==> src/rtl/cpu_io_pkg.sv <==
// Shared definitions for the switch front end feeding the MIPS CPU top:
// snapshot FSM states, operand width and debounce lengths for sim/board.
package cpu_io_pkg;

    typedef enum logic [0:0] {
        SNAP_IDLE = 1'b0,
        SNAP_PEND = 1'b1
    } snap_state_e;

    localparam int OPERAND_W             = 8;
    localparam int DEBOUNCE_CYCLES_SIM   = 4;
    localparam int DEBOUNCE_CYCLES_BOARD = 500000;

endpackage

==> src/rtl/debounce_bit.sv <==
// One switch bit: multi-flop synchroniser, debounce counter and the
// accepted (stable) level. flip is high in the cycle before stable toggles,
// so the parent can register a change pulse that lines up with the toggle.
module debounce_bit #(
    parameter int SYNC_STAGES     = 2,
    parameter int DEBOUNCE_CYCLES = 4,
    parameter int CNT_W           = $clog2(DEBOUNCE_CYCLES)
) (
    input  logic clk,
    input  logic rst,
    input  logic raw,
    output logic stable,
    output logic flip
);

    localparam logic [CNT_W-1:0] LAST_CNT = CNT_W'(DEBOUNCE_CYCLES - 1);

    logic [SYNC_STAGES-1:0] sync_r;
    logic [CNT_W-1:0]       cnt_r;
    logic                   stable_r;
    logic                   sync_s;

    assign sync_s = sync_r[SYNC_STAGES-1];
    assign stable = stable_r;
    assign flip   = (sync_s != stable_r) && (cnt_r == LAST_CNT);

    // Shift the asynchronous level through the synchroniser chain.
    always_ff @(posedge clk or negedge rst) begin
        if (!rst) begin
            sync_r <= '0;
        end else begin
            sync_r <= {sync_r[SYNC_STAGES-2:0], raw};
        end
    end

    // Count consecutive disagreeing cycles; accept the new level on the last one.
    always_ff @(posedge clk or negedge rst) begin
        if (!rst) begin
            cnt_r    <= '0;
            stable_r <= 1'b0;
        end else if (sync_s == stable_r) begin
            cnt_r    <= '0;
        end else if (cnt_r == LAST_CNT) begin
            stable_r <= sync_s;
            cnt_r    <= '0;
        end else begin
            cnt_r    <= cnt_r + CNT_W'(1);
        end
    end

endmodule

==> src/rtl/switch_debounce_sync.sv <==
// Switch conditioning stage: per-bit synchronise + debounce, a single change
// pulse, and a two-operand snapshot handed to the CPU with valid/ack.
module switch_debounce_sync
    import cpu_io_pkg::*;
#(
    parameter int WIDTH           = 2 * OPERAND_W,
    parameter int SYNC_STAGES     = 2,
    parameter int DEBOUNCE_CYCLES = DEBOUNCE_CYCLES_SIM,
    parameter int CNT_W           = $clog2(DEBOUNCE_CYCLES)
) (
    input  logic               clk,
    input  logic               rst,
    input  logic [WIDTH-1:0]   sw_raw,
    output logic [WIDTH-1:0]   sw_stable,
    output logic               sw_changed,
    output logic [WIDTH/2-1:0] op_a,
    output logic [WIDTH/2-1:0] op_b,
    output logic               op_valid,
    input  logic               op_ack,
    output logic               overrun
);

    localparam int HALF = WIDTH / 2;

    logic [WIDTH-1:0] flip_s;
    logic [WIDTH-1:0] stable_next_s;
    logic             any_flip_s;

    snap_state_e      state_r;
    logic             sw_changed_r;
    logic [HALF-1:0]  op_a_r;
    logic [HALF-1:0]  op_b_r;
    logic             op_valid_r;
    logic             overrun_r;

    for (genvar n = 0; n < WIDTH; n++) begin : g_bit
        debounce_bit #(
            .SYNC_STAGES    (SYNC_STAGES),
            .DEBOUNCE_CYCLES(DEBOUNCE_CYCLES),
            .CNT_W          (CNT_W)
        ) u_bit (
            .clk   (clk),
            .rst   (rst),
            .raw   (sw_raw[n]),
            .stable(sw_stable[n]),
            .flip  (flip_s[n])
        );
    end

    // The value sw_stable takes on the coming edge, so a capture lands with it.
    assign stable_next_s = sw_stable ^ flip_s;
    assign any_flip_s    = |flip_s;

    assign sw_changed = sw_changed_r;
    assign op_a       = op_a_r;
    assign op_b       = op_b_r;
    assign op_valid   = op_valid_r;
    assign overrun    = overrun_r;

    // One change pulse per toggle edge, however many bits toggle together.
    always_ff @(posedge clk or negedge rst) begin
        if (!rst) begin
            sw_changed_r <= 1'b0;
        end else begin
            sw_changed_r <= any_flip_s;
        end
    end

    // Snapshot handshake: capture on change, hold until ack, flag lost snapshots.
    always_ff @(posedge clk or negedge rst) begin
        if (!rst) begin
            state_r    <= SNAP_IDLE;
            op_a_r     <= '0;
            op_b_r     <= '0;
            op_valid_r <= 1'b0;
            overrun_r  <= 1'b0;
        end else begin
            case (state_r)
                SNAP_IDLE: begin
                    if (any_flip_s) begin
                        op_a_r     <= stable_next_s[HALF-1:0];
                        op_b_r     <= stable_next_s[WIDTH-1:HALF];
                        op_valid_r <= 1'b1;
                        state_r    <= SNAP_PEND;
                    end else begin
                        state_r    <= SNAP_IDLE;
                    end
                end
                SNAP_PEND: begin
                    if (any_flip_s) begin
                        // A fresh value replaces the pending one; it is only
                        // lost if the CPU did not take it in this same cycle.
                        op_a_r     <= stable_next_s[HALF-1:0];
                        op_b_r     <= stable_next_s[WIDTH-1:HALF];
                        op_valid_r <= 1'b1;
                        if (!op_ack) begin
                            overrun_r <= 1'b1;
                        end else begin
                            overrun_r <= overrun_r;
                        end
                        state_r    <= SNAP_PEND;
                    end else if (op_ack) begin
                        op_valid_r <= 1'b0;
                        overrun_r  <= 1'b0;
                        state_r    <= SNAP_IDLE;
                    end else begin
                        state_r    <= SNAP_PEND;
                    end
                end
                default: begin
                    op_valid_r <= 1'b0;
                    overrun_r  <= 1'b0;
                    state_r    <= SNAP_IDLE;
                end
            endcase
        end
    end

endmodule

==> config.mk <==
export PLATFORM = sky130hd
export DESIGN_NAME = switch_debounce_sync
export DESIGN_NICKNAME = d
export VERILOG_FILES = /design/src/rtl/cpu_io_pkg.sv /design/src/rtl/debounce_bit.sv /design/src/rtl/switch_debounce_sync.sv
export SDC_FILE = /design/constraint.sdc
export NUM_CORES = 1
export LEC_CHECK = 0
export ABC_AREA = 1
export CORE_ASPECT_RATIO = 1.75
export CORE_MARGIN = 10
export CORE_UTILIZATION = 54
export CTS_CLUSTER_DIAMETER = 60
export DETAILED_ROUTE_END_ITERATION = 7
export PLACE_DENSITY = 0.85
export SLEW_MARGIN = 25
export SYNTH_ARGS = -nofsm -noshare
export SYNTH_HDL_FRONTEND = slang
export SYNTH_SLANG_ARGS = --single-unit
==> constraint.sdc <==
create_clock -name clk -period 2.4 [get_ports clk]
set_input_delay 0.24 -clock clk [delete_from_list [all_inputs] [get_ports clk]]
set_output_delay 0.24 -clock clk [all_outputs]
set_load 0.1 [all_outputs]
==> results of run 1 <==
==> routing by layer <==
metal | share of wire [%] | track usage (%)
met2 | 56 | 25.46
met3 | 3.6 | 2.971
met4 | 2.2 | 7.721
met5 | 0 | 0
met1 | 38 | 14.11
==> layout by cell type (no fill, tap or decap), types with 12 or more instances in the layout <==
cell type        synthesis  final
buf_4                   16     38
clkdlybuf4s50_1          0     17
dfrtp_1                100    100
ha_1                    18     18
inv_1                   45     45
nand2_1                103    103
nand3_1                 14     14
nor2_1                  18     18
nor3_1                  16     16
o21ai_1                 12     12
==> state kept, by name, indices dropped and copies added, names as in the netlist <==
signal / cells
sw_changed: 1
g_bit.u_bit.stable: 16
state_r: 1
overrun: 1
op_valid: 1
g_bit.u_bit.cnt_r: 32
op_a: 8
op_b: 8
g_bit.u_bit.sync_r: 32
==> path summary, 6_finish.rpt <==
check	endpoint	slack (ns)	cells after the start
max	overrun	0.40	11
min	g_bit[13].u_bit.sync_r[0]	0.33	1
max reg2reg	overrun	0.40	11
min reg2reg	g_bit[12].u_bit.sync_r[1]	0.35	0
max in group asynchronous	op_b[7]	1.26	3
min in group asynchronous	op_a[2]	0.46	2
==> area by class of cell <==
| class | count | area [um^2] |
|---|---|---|
| clock buffer | 14 | 254.0 |
| tap | 86 | 107.6 |
| sequential | 100 | 2502 |
| timing repair buffer | 57 | 485.5 |
| clock inverter | 2 | 10.01 |
| inverter | 46 | 172.7 |
| multi-input combinational | 217 | 1177 |
| fill | 546 | 2524 |
==> logic make-up after synthesis <==
kind of cell,after synthesis
adder cells (fa/ha/maj),18
flip-flops,100
multiplexers,3
buffers and inverters,67
AND/OR/NAND/NOR,163
AO/OA/AOI/OAI,33
==> worst register-to-register path, delay by kind of cell, from the launching register on <==
family | cells | cell delay [ns]
DFF | 1 | 0.39
AOI/OAI and AO/OA | 1 | 0.04
and+or+nand+nor | 7 | 0.89
adders and majority gates | 2 | 0.50
buffers and inverters | 1 | 0.05
==> per-stage QoR <==
stage / util, % / instances / hold WS [ns]
after floorplan: - / 384 / -0.05559
after global placement: 61.32 / 505 / 0.2851
after detailed placement: 61.32 / 505 / 0.2984
after CTS: 65.11 / 522 / 0.3331
after global routing: 65.11 / 522 / 0.3383
final: 65.11 / 522 / 0.3337
==> flow_summary.ini, run 1 <==
[yosys]
synth.avg_cell_area_um2 = 10.48
synth_compound_area_share_pct = 5.039
syn_nets = 421
synth_cells = 384
synthMuxAreaShare_pct = 0.8398
syn-cell-area_um2 = 4023
synth_common_cells = 103 x nand2_1, 100 x dfrtp_1, 45 x inv_1, 18 x ha_1, 18 x nor2_1
yosys_warnings = 0
synth_xor_area_share_pct = 0
synth_top_family_by_area = simple AND/OR/NAND/NOR gates
synth_flop_cell = dfrtp_1
synth.distinct_cells = 22
ys_ff_latch = 100
synth_edf_count = 0
synth_most_common_cell = nand2_1
synth_area_leaders = dfrtp_1 62%, nand2_1 9.6%, ha_1 5.6%, inv_1 4.2%, buf_4 3.0%
async_reset_ff_share_pct = 100.0
yosysSeqAreaShare_pct = 62.21
yosys.area.top_type = dfrtp_1
yosys.area_share.simple_pct = 17.79
synthAdderAreaFrac_pct = 5.599
synth_top_area_share_pct = 62.21

[route]
avgViaCountPerCell = 5.063
drc = 0
drtAntennaViolNets = 0
drtPass1Iterations = 4
wl_per_cell_um = 14.40
wirelength_mm = 7.516
drtIter0Drc = 226
vias = 2643

[grt]
grt_antenna_before_repair = 0
grt_pass1_wl_mm = 12.78
grt_pass1_vias = 2798
grt.total_usage_pct = 13.97
grt-ovfl-total = 0
grt_max_degree = 53

[clocking]
insertion_delay_ns = 0.34
cts_tree = built
cts_hold_buffers = 1
postCtsSetupBuffers = 0
clk_root_buffer_cell = clkbuf_16
cts_inserted_buffers = 9
htree_num_levels = 3
cts_buffer_depth = 2
cts_resized = 0
cts.sinks = 100
path_clk_slew_ns = 0.06

[worst_setup_path]
path_delay_family = simple AND/OR/NAND/NOR gates
cpPeakStageDelay_ns = 0.39
slowest_stage = dfrtp_1
worstPathMaxFanout = 20
worstSetupStartpointType = flip-flop
rr_startpoint = g_bit[0].u_bit.cnt_r[0]
startpoint = g_bit[0].u_bit.cnt_r[0]
critPathCaptureType = flip-flop
path_cells = ha_1 -> nand3_1 -> nand2_2 -> nor2_4 -> nand2_4 -> nor2_8 -> ha_1 -> nand2_1 -> inv_1 -> o21ai_2 -> nand2_1
arrival_ns = 2.22
path_class = reg2reg
cp.required_ns = 2.63
worst-path-buf-inv = 1

[placement]
gp_congestion = 0.7574
portBuffers = 53
postPlaceCellArea_um2 = 4436
place_worst_setup_slack_ns = 0.4204
place_hpwl_mm = 5.433

[floorplan]
initial_utilization_pct = 55.61
die_width_um = 85.25
fp.dieArea_um2 = 11440
ios = 54
die_height_um = 134.2
rows = 41
fp.coreArea_um2 = 7233

[timing]
setup_viol_count_final = 0
finalCritPeriodShare_pct = 83.26
final.setup_skew_ns = 0.006830
rsz0062_at_grt = no
finalMaxSlewViolations = 0
worst_pin_slew_ns = 0.6136
fmaxAchievable_mhz = 500.4
hold_violations = 0
slew-limit-headroom_pct = 59.09
fin_setup_tns_ns = 0
min_period_ns = 1.998
fin_ws_ns = 0.4017

[layout]
final_net_count = 468
drive_above_1_share_pct = 16.28
syn2layout_area_growth_pct = 17.08
stdcell_area_um2 = 4710
insertedDiodeCount = 0

[run]
cap_viol_max_count = 0

[hold_path]
hold_class = in2reg
hp-start = sw_raw[13]

[run_status]
status = completed
Power of run 1 is left out: the tool's default activity adds up to more than one toggle a clock period on the data nets, which glitch-free logic cannot reach.
==> run 2, diff against run 1 <==
Clock period 2.4 ns to 1.9 ns, I/O delays scaled along.
==> flow_summary.ini, run 2 (synthesis results as in run 1) <==
[grt]
grt_pass1_wl_mm = 12.83
grt_antenna_before_repair = 0
grt-ovfl-total = 0
grt_max_degree = 42
grt.total_usage_pct = 13.99
grt_pass1_vias = 2764

[layout]
syn2layout_area_growth_pct = 19.38
final_cell_mix = 102 x nand2_1, 100 x dfrtp_1, 45 x inv_1
final_net_count = 472
drive_above_1_share_pct = 19.13
final_common_cell = nand2_1
insertedDiodeCount = 0

[timing]
final.setup_skew_ns = 0.008292
fin_setup_tns_ns = 0
finalCritPeriodShare_pct = 91.33
setup_viol_count_final = 0
min_period_ns = 1.735
fmaxAchievable_mhz = 576.3
hold_violations = 0
slew-limit-headroom_pct = 67.69
rsz0062_at_grt = no
worst_pin_slew_ns = 0.4846
finalMaxSlewViolations = 0

[worst_setup_path]
rr_worst_depth = 11
path_class = reg2reg
cp.required_ns = 2.13
crit_top_cell = nand2_1
slowest_stage = dfrtp_1
worstSetupStartpointType = flip-flop
cpPeakStageDelay_ns = 0.40
worstPathMaxFanout = 4
arrival_ns = 1.96
path_cells = ha_1 -> nand3_1 -> nand2_1 -> nor2_1 -> nand2_2 -> nor2_8 -> ha_1 -> nand2_1 -> inv_1 -> o21ai_2 -> nand2_1
critPathCaptureType = flip-flop

[clocking]
cts.sinks = 100
clk_root_buffer_cell = clkbuf_16
cts_inserted_buffers = 9
insertion_delay_ns = 0.34
path_clk_slew_ns = 0.06
cts_buffer_depth = 2
cts_tree = built
htree_num_levels = 3

[placement]
portBuffers = 53
gp_congestion = 0.7652
place_hpwl_mm = 5.637

[hold_path]
hold_path_depth = 1
hold_class = in2reg

[route]
drtIter0Drc = 157
wirelength_mm = 7.554
drtAntennaViolNets = 0
vias = 2612
avgViaCountPerCell = 4.975
drtPass1Iterations = 6
wl_per_cell_um = 14.39
drc = 0

[floorplan]
fp.dieArea_um2 = 11440
initial_utilization_pct = 55.61
fp.coreArea_um2 = 7233
ios = 54
die_width_um = 85.25
rows = 41
die_height_um = 134.2

[run]
cap_viol_max_count = 0

[run_status]
status = completed
run 2: changes by cell type in the layout (fill, tap and decap cells not counted), sizes merged:
| cell | previous run | this run |
|---|---|---|
| buf | 39 | 43 |
| bufinv | 0 | 1 |
| clkinv | 2 | 0 |
run 2: area by class of cell:
class / count / area (um^2)
flip-flops and latches: 100 / 2502
fillers: 562 / 2431
multi-input cells: 217 / 1200
repair buffers: 61 / 515.5
clock buffers: 14 / 274.0
inverters: 46 / 172.7
well taps: 86 / 107.6
clock inverters: 1 / 30.03
run 2: final timing paths:
path	start	end	slack (ns)
setup / recovery	g_bit[11].u_bit.cnt_r[0]	overrun	0.16
hold / removal	sw_raw[9]	g_bit[9].u_bit.sync_r[0]	0.29
setup reg to reg	g_bit[11].u_bit.cnt_r[0]	overrun	0.16
hold reg to reg	g_bit[9].u_bit.sync_r[0]	g_bit[9].u_bit.sync_r[1]	0.35
max in group asynchronous	rst	g_bit[13].u_bit.cnt_r[0]	0.97
min in group asynchronous	rst	g_bit[5].u_bit.cnt_r[1]	0.35
run 2: worst max-delay path: cells and delay by family (launching register included):
family | cells | cell delay, ns
AO/OA/AOI/OAI | 1 | 0.05
adder cells (fa/ha/maj) | 2 | 0.47
buffers and inverters | 1 | 0.05
flip-flops | 1 | 0.40
AND/OR/NAND/NOR | 7 | 0.66
run 2: routing by layer:
layer | GRT usage [%] | up-vias | share of wire, %
li1 | - | 1291 | -
met1 | 14.63 | 1263 | 37
met2 | 24.75 | 47 | 56
met3 | 4.366 | 11 | 4.1
met4 | 6.066 | 0 | 2.3
met5 | 0 | - | 0
run 2: timing repair:
action	CTS	global route
endpoints found under the setup margin	0	1
setup buffers	0	1
hold buffers	1	0
hold endpoints to repair	35	0
gates resized for setup	0	8
run 2: per-stage QoR:
stage | setup WS, ns | cell area, um^2 | hold slack, ns | std cells | util (%)
floorplan | 0.06483 | 4023 | -0.1056 | 384 | -
global placement | 0.1185 | 4458 | 0.1824 | 508 | 61.63
detailed placement | 0.05861 | 4458 | 0.1879 | 508 | 61.63
CTS | 0.05699 | 4772 | 0.2767 | 524 | 65.97
global route | 0.02189 | 4802 | 0.2776 | 525 | 66.39
finish | 0.1648 | 4802 | 0.2856 | 525 | 66.39
Power of run 2 is left out for the same reason.
